$ cat src/rtl/alu_result_stage.sv
// ============================================================================
// Module   : alu_result_stage
// Brief    : Two-entry skid-buffered ALU result stage feeding writeback; owns
//            the architectural flags register. Forwarding is built only when
//            CPU_ALU_RESULT_FWD_EN is defined.
// Revision : 1.0 - initial release
// ============================================================================
`default_nettype none

module alu_result_stage #(
  parameter int WORD_WIDTH    = 32,
  parameter int REG_IDX_WIDTH = 4,
  parameter int FLAGS_WIDTH   = 4
) (
  input  logic                     clk,
  input  logic                     rst,
  input  logic                     flush,
  input  logic                     in_valid,
  output logic                     in_ready,
  input  logic [WORD_WIDTH-1:0]    in_result,
  input  logic [FLAGS_WIDTH-1:0]   in_flags,
  input  logic [REG_IDX_WIDTH-1:0] in_rd,
  input  logic                     in_wr_rd,
  input  logic                     in_wr_flags,
  input  logic                     flags_wr_en,
  input  logic [FLAGS_WIDTH-1:0]   flags_wr_data,
  output logic [FLAGS_WIDTH-1:0]   flags_q,
  output logic                     wb_valid,
  input  logic                     wb_ready,
  output logic [WORD_WIDTH-1:0]    wb_result,
  output logic [REG_IDX_WIDTH-1:0] wb_rd,
  output logic                     wb_wr_rd,
  output logic [1:0]               occupancy,
  output logic                     fwd_valid,
  output logic [REG_IDX_WIDTH-1:0] fwd_rd,
  output logic [WORD_WIDTH-1:0]    fwd_result
);

  logic                     r_head_valid, r_skid_valid;
  logic [WORD_WIDTH-1:0]    r_head_result, r_skid_result;
  logic [REG_IDX_WIDTH-1:0] r_head_rd, r_skid_rd;
  logic                     r_head_wr_rd, r_skid_wr_rd;
  logic                     r_in_ready;
  logic [FLAGS_WIDTH-1:0]   r_flags;

  logic                     w_head_valid, w_skid_valid;
  logic [WORD_WIDTH-1:0]    w_head_result, w_skid_result;
  logic [REG_IDX_WIDTH-1:0] w_head_rd, w_skid_rd;
  logic                     w_head_wr_rd, w_skid_wr_rd;
  logic [FLAGS_WIDTH-1:0]   w_flags;
  logic                     w_accept, w_pop;

  assign w_accept = in_valid & r_in_ready;
  assign w_pop    = r_head_valid & wb_ready;

  // The skid entry is only ever valid while the head is valid, so the
  // empty case never needs to look at the skid.
  always_comb begin
    w_head_valid  = r_head_valid;
    w_head_result = r_head_result;
    w_head_rd     = r_head_rd;
    w_head_wr_rd  = r_head_wr_rd;
    w_skid_valid  = r_skid_valid;
    w_skid_result = r_skid_result;
    w_skid_rd     = r_skid_rd;
    w_skid_wr_rd  = r_skid_wr_rd;
    if (flush) begin
      w_head_valid = 1'b0;
      w_skid_valid = 1'b0;
    end else if (!r_head_valid) begin
      if (w_accept) begin
        w_head_valid  = 1'b1;
        w_head_result = in_result;
        w_head_rd     = in_rd;
        w_head_wr_rd  = in_wr_rd;
      end
    end else if (!r_skid_valid) begin
      if (w_accept && w_pop) begin
        w_head_result = in_result;
        w_head_rd     = in_rd;
        w_head_wr_rd  = in_wr_rd;
      end else if (w_accept) begin
        w_skid_valid  = 1'b1;
        w_skid_result = in_result;
        w_skid_rd     = in_rd;
        w_skid_wr_rd  = in_wr_rd;
      end else if (w_pop) begin
        w_head_valid = 1'b0;
      end
    end else if (w_pop) begin
      w_head_result = r_skid_result;
      w_head_rd     = r_skid_rd;
      w_head_wr_rd  = r_skid_wr_rd;
      w_skid_valid  = 1'b0;
    end
  end

  // An accepted result's flags beat a same-cycle direct write; a flushed
  // accept never reaches the flags register.
  always_comb begin
    w_flags = r_flags;
    if (w_accept && in_wr_flags && !flush)
      w_flags = in_flags;
    else if (flags_wr_en)
      w_flags = flags_wr_data;
  end

  always_ff @(posedge clk or posedge rst) begin
    if (rst) begin
      r_head_valid  <= 1'b0;
      r_head_result <= '0;
      r_head_rd     <= '0;
      r_head_wr_rd  <= 1'b0;
      r_skid_valid  <= 1'b0;
      r_skid_result <= '0;
      r_skid_rd     <= '0;
      r_skid_wr_rd  <= 1'b0;
      r_in_ready    <= 1'b1;
      r_flags       <= '0;
    end else begin
      r_head_valid  <= w_head_valid;
      r_head_result <= w_head_result;
      r_head_rd     <= w_head_rd;
      r_head_wr_rd  <= w_head_wr_rd;
      r_skid_valid  <= w_skid_valid;
      r_skid_result <= w_skid_result;
      r_skid_rd     <= w_skid_rd;
      r_skid_wr_rd  <= w_skid_wr_rd;
      r_in_ready    <= ~w_skid_valid;
      r_flags       <= w_flags;
    end
  end

  assign in_ready  = r_in_ready;
  assign flags_q   = r_flags;
  assign wb_valid  = r_head_valid;
  assign wb_result = r_head_result;
  assign wb_rd     = r_head_rd;
  assign wb_wr_rd  = r_head_wr_rd;
  assign occupancy = {r_skid_valid, r_head_valid & ~r_skid_valid};

`ifdef CPU_ALU_RESULT_FWD_EN
  // Youngest writer wins: skid entry over head entry.
  logic w_skid_fwd, w_head_fwd;
  assign w_skid_fwd = r_skid_valid & r_skid_wr_rd;
  assign w_head_fwd = r_head_valid & r_head_wr_rd;
  assign fwd_valid  = w_skid_fwd | w_head_fwd;
  assign fwd_rd     = w_skid_fwd ? r_skid_rd     : (w_head_fwd ? r_head_rd     : '0);
  assign fwd_result = w_skid_fwd ? r_skid_result : (w_head_fwd ? r_head_result : '0);
`else
  assign fwd_valid  = 1'b0;
  assign fwd_rd     = '0;
  assign fwd_result = '0;
`endif

endmodule

`default_nettype wire

$ cat config.mk
export PLATFORM = sky130hd
export DESIGN_NAME = alu_result_stage
export DESIGN_NICKNAME = d
export VERILOG_FILES = /design/src/rtl/alu_result_stage.sv
export SDC_FILE = /design/constraint.sdc
export NUM_CORES = 1
export LEC_CHECK = 0
export CAP_MARGIN = 20
export CORE_MARGIN = 10
export CORE_UTILIZATION = 47
export CTS_BUF_LIST = sky130_fd_sc_hd__clkbuf_4
export CTS_CLUSTER_SIZE = 14
export DETAILED_ROUTE_END_ITERATION = 10
export GPL_TIMING_DRIVEN = 0
export MAX_ROUTING_LAYER = met4
export PLACE_DENSITY = 0.82
export SLEW_MARGIN = 0
export SYNTH_ARGS = -nofsm -noshare
export SYNTH_HDL_FRONTEND = slang
export SYNTH_SLANG_ARGS = --single-unit
$ cat constraint.sdc
create_clock -name clk -period 2.88 [get_ports clk]
set_input_delay 0.432 -clock clk [delete_from_list [all_inputs] [get_ports clk]]
set_output_delay 0.432 -clock clk [all_outputs]
set_load 0.05 [all_outputs]
* Yosys cells after proc, flatten, opt, wreduce, memory -nomap -nowiden *
Index checks and enable logic that the tools add are counted.
W data, S select, Z words.

word-level totals
  register bits after elaboration = 81
  logic and storage cells = 55

cells by class
  equal/unequal tests = 2
  muxes and demuxes = 28
  bitwise logic cells = 7
  reduce and logical (&&, ||, !) cells = 8

operators by type and width
  operator              count
  $mux W32              5
  $mux W4               7
  $mux W1               16
  $reduce_and A5 Y1     1
  $not A1 Y1            4
  $reduce_and A4 Y1     1
  $reduce_bool A2 Y1    2
  $and A1 B1 Y1         3
  $logic_and A1 B1 Y1   3
  $ne A3 B1 Y1 const B  1
  $ne A3 B2 Y1 const B  1
  $logic_not A1 Y1      1

* Logic depth before layout (Yosys ltp) *
  depth after elaboration = 7
  gate-level depth with buffers = 5
  gate-level depth less buffers = 3

* Least setup slack after synthesis *
OpenSTA, ideal clock, no wires.

  kind = register to register
  from = reg r_head_valid, in the netlist wb_valid
  to = reg r_skid_rd[0]
  arrival time = 2302 ps
  required time = 2755 ps
  slack = 453 ps
  cell stages (with the launch flop) = 6
  buffers on the path = 2
  period minus slack after synthesis = 2427 ps
  cells stage by stage = dfrtp_1 > and2b_1 > or4b_1 > buf_6 > buf_12 > mux2_4

between the ends
  longest elaborated chain between the ends = 4

ends and longest elaborated chain
  element                          line  text
  start, declared                  39    logic r_head_valid, r_skid_valid;
  start signal, assigned           121   r_head_valid <= w_head_valid;
  $and A1 B1 Y1                    54    assign w_pop = r_head_valid & wb_ready;
  $logic_and A1 B1 Y1              78    if (w_accept && w_pop) begin
  $not A1 Y1 (no line)             n/a
  $reduce_and A5 Y1 (no line) (*)  n/a
  end signal, assigned             127   r_skid_rd <= w_skid_rd;
  end, declared                    41    logic [REG_IDX_WIDTH-1:0] r_head_rd, r_skid_rd;

Mark *: on every way between the ends. The rest lies on a longest branch, timed or not.
A chain may end at the register's enable or synchronous reset.

* Worst setup path after layout *
  from = reg r_head_valid, in the netlist wb_valid
  to = out occupancy[0]

between the ends
  longest elaborated chain between the ends = 1

ends and longest elaborated chain
  element        line  text
  $and A1 B1 Y1  140   assign occupancy = {r_skid_valid, r_head_valid & ~r_skid_valid};
  end, declared  33    output logic [1:0] occupancy,

Every way passes these cells.

==> summary.txt <==
Status
  • Status: finished clean

Clock tree
  • # Post-CTS Setup Buffers: 0
  • CTS clk-pin slew, worst paths: 0.12 ns
  • Num CTS Buffers: 9
  • CTS tree: yes
  • Max H-tree Level: 3
  • # resized after CTS: 0
  • Clock Sinks: 81
  • Root buf cell: clkbuf_4
  • Clock buffer depth: 2
  • Clk_lat worst skew: 0.41 ns
  • CTS Hold Bufs: 0

Hold path
  • Hold WC Path Type: in2async

Layout
  • Final Core Density: 65.6%
  • Nets: 463
  • Number of diodes: 0
  • Most common cell after layout, fill and taps aside: clkdlybuf4s50_1
  • Area growth from synthesis to layout: 36.1%
  • Fill cells: 633
  • Most frequent cells in the layout: clkdlybuf4s50_1, mux2_2, dfrtp_1
  • Layout cell share with drive strength beyond 1: 42.5%

Power
  • Clock Power Share: 21.7%
  • Comb power frac: 37.2%
  • Int Pwr: 0.00249 W
  • Flop pwr share: 41.1%
  • Switch Pwr: 0.00131 W
  • Power per Cell Area: 705 nW/um2
  • Net Sw Frac: 34.6%
  • Power Total: 0.00380 W
  • Worst VDD drop: 0.393 mV
  • Leakage: 2.54 nW

Logic synthesis
  • Async S/R FF share, synth: 100%
  • Number of cells produced by synthesis: 268
  • Synth warn: 0
  • Synth Register Bits: 81
  • Mapped cell area: 3960 um2
  • Syn_area_per_cell: 14.8 um2
  • Post-synth EDFFs: 0
  • Post-synth top flop: dfrtp_1
  • Netlist cell types: 23
  • Post-synthesis sequential area ratio: 51.2%

STA
  • Worst-margin pin slew: 0.613 ns
  • Unrepaired setup endpoints after global routing: false
  • Fmax: 427 MHz
  • Hold slack: 0.397 ns
  • Setup violators final: 0
  • Worst Slack Setup Final: 0.538 ns
  • Rel. slew slack: 59.2%
  • Fin. Hold Viols: 0
  • Worst Clk Skew: 0.0173 ns
  • Min cycle time layout: 2.34 ns
  • Slew Limit Fails: 0
  • Crit share post-route: 81.3%

Worst setup path
  • Worst Path Max Fanout: 7
  • Crit. End Element: output pin
  • Worst Path Arrival: 1.91 ns
  • Worst setup SP type: flip-flop
  • CP required: 2.45 ns
  • Worst reg2reg path depth: 5
  • CP startpoint: wb_valid
  • FF-to-FF Start: wb_valid
  • Crit path kind: reg2out

Floorplanning
  • Die Wd: 112 um
  • Initial core utilization: 48.2%
  • Core area: 8220 um2
  • Die height: 112 um
  • I/O pin cnt: 134
  • Cell row count: 33
  • Die area: 12500 um2

Global route
  • GRT Util Overall: 14.3%
  • First-pass GRT wire length: 14200 um
  • Total global routing overflow: 0
  • Number of global-route vias before repair: 2714
  • Antenna violations before repair: 0
  • Largest net degree at the start of global routing: 47

Placement
  • DP Wirelength: 6500 um
  • Place WS: 0.335 ns
  • Placer congestion estimate: 0.737
  • Buffers on Ports: 95

Detailed routing
  • ANT nets after route: 0
  • Number of remaining DRC errors: 0
  • DRT Pass-1 Iters: 4
  • Vias per std cell: 4.64
  • Via Count: 2418
  • Total Wirelength: 8640 um
  • Routed WL per cell: 16.6 um
  • Drt first-iter violations: 39

Flow run
  • Max-Cap Viols: 0
## state kept, by name (all words and copies together) (netlist names)
signal and cells:
flags_q 4, in_ready 1, r_skid_rd 4, r_skid_result 32, r_skid_valid 1, r_skid_wr_rd 1, wb_rd 4, wb_result 32
wb_valid 1, wb_wr_rd 1
## synth_stat cells, types with 2 or more instances
cell / number / area, um2
buf_2: 4 / 20.0
mux2_4: 30 / 450
a21oi_1: 5 / 25.0
inv_1: 3 / 11.3
dfrtp_1: 80 / 2000
nor2_1: 4 / 15.0
mux2i_1: 4 / 40.0
mux2_2: 81 / 912
nand2_1: 2 / 7.51
clkbuf_1: 3 / 11.3
buf_4: 38 / 285
buf_12: 3 / 60.1
## per-layer routing
| layer | vias to the layer above | global-route usage (%) | routed length, um | share of wire (%) |
|---|---|---|---|---|
| li1 | 1150 | - | - | - |
| met1 | 1192 | 15.7 | 3610 | 42 |
| met2 | 70 | 24.3 | 4450 | 52 |
| met3 | 6 | 4.83 | 518 | 6.0 |
| met4 | 0 | 3.60 | 57 | 0.66 |
| met5 | - | - | 0 | 0 |
## worst paths after layout
check                                    end  slack [ns]
max                             occupancy[0]        0.54
min                            wb_result[23]        0.40
max reg2reg                    wb_result[27]        0.68
min reg2reg                r_skid_result[26]        0.52
max in group asynchronous       wb_result[7]        1.90
min in group clk                  flags_q[2]        0.45
## power by group through the flow
stage | sequential, W | combinational, W | clock (W)
2_1_floorplan | 0.00199 | 0.000564 | 0
3_3_place_gp | 0.00157 | 0.00139 | 0
3_5_place_dp | 0.00159 | 0.00142 | 0
4_1_cts | 0.00157 | 0.00143 | 0.000846
5_1_grt | 0.00161 | 0.00148 | 0.000902
6_report | 0.00156 | 0.00141 | 0.000826
## worst max-delay path: stages (launching register included)
cell	delay, ns
dfrtp_1	0.51
and2b_1	0.19
clkdlybuf4s50_1	0.81
## cell type report
| cell class | count | area [um2] | share of cell area, % |
|---|---|---|---|
| plain buffers | 50 | 392 | 7.27 |
| repair buffers | 96 | 978 | 18.2 |
| well taps | 105 | 131 | 2.44 |
| clock inverters | 6 | 106 | 1.97 |
| multi-input cells | 170 | 1660 | 30.9 |
| flip-flops and latches | 81 | 2030 | 37.6 |
| inverters | 3 | 13.8 | 0.255 |
| clock buffers | 10 | 75.1 | 1.39 |
## metrics by stage
stage | cell area [um2] | instances | setup TNS [ns]
after floorplan | 4090 | 304 | 0
after global placement | 5180 | 504 | -72.91
after detailed placement | 5210 | 505 | 0
after CTS | 5390 | 521 | 0
after global routing | 5390 | 521 | 0
final | 5390 | 521 | 0
## cells by family after synthesis
family	Yosys count	synth area share [%]
buffers and inverters	53	10.2
AND/OR/NAND/NOR	9	1.23
flip-flops	81	51.2
multiplexers	115	35.4
other	1	0.0947
AO/OA/AOI/OAI	9	1.83
Power figures use the tool's default switching activity.
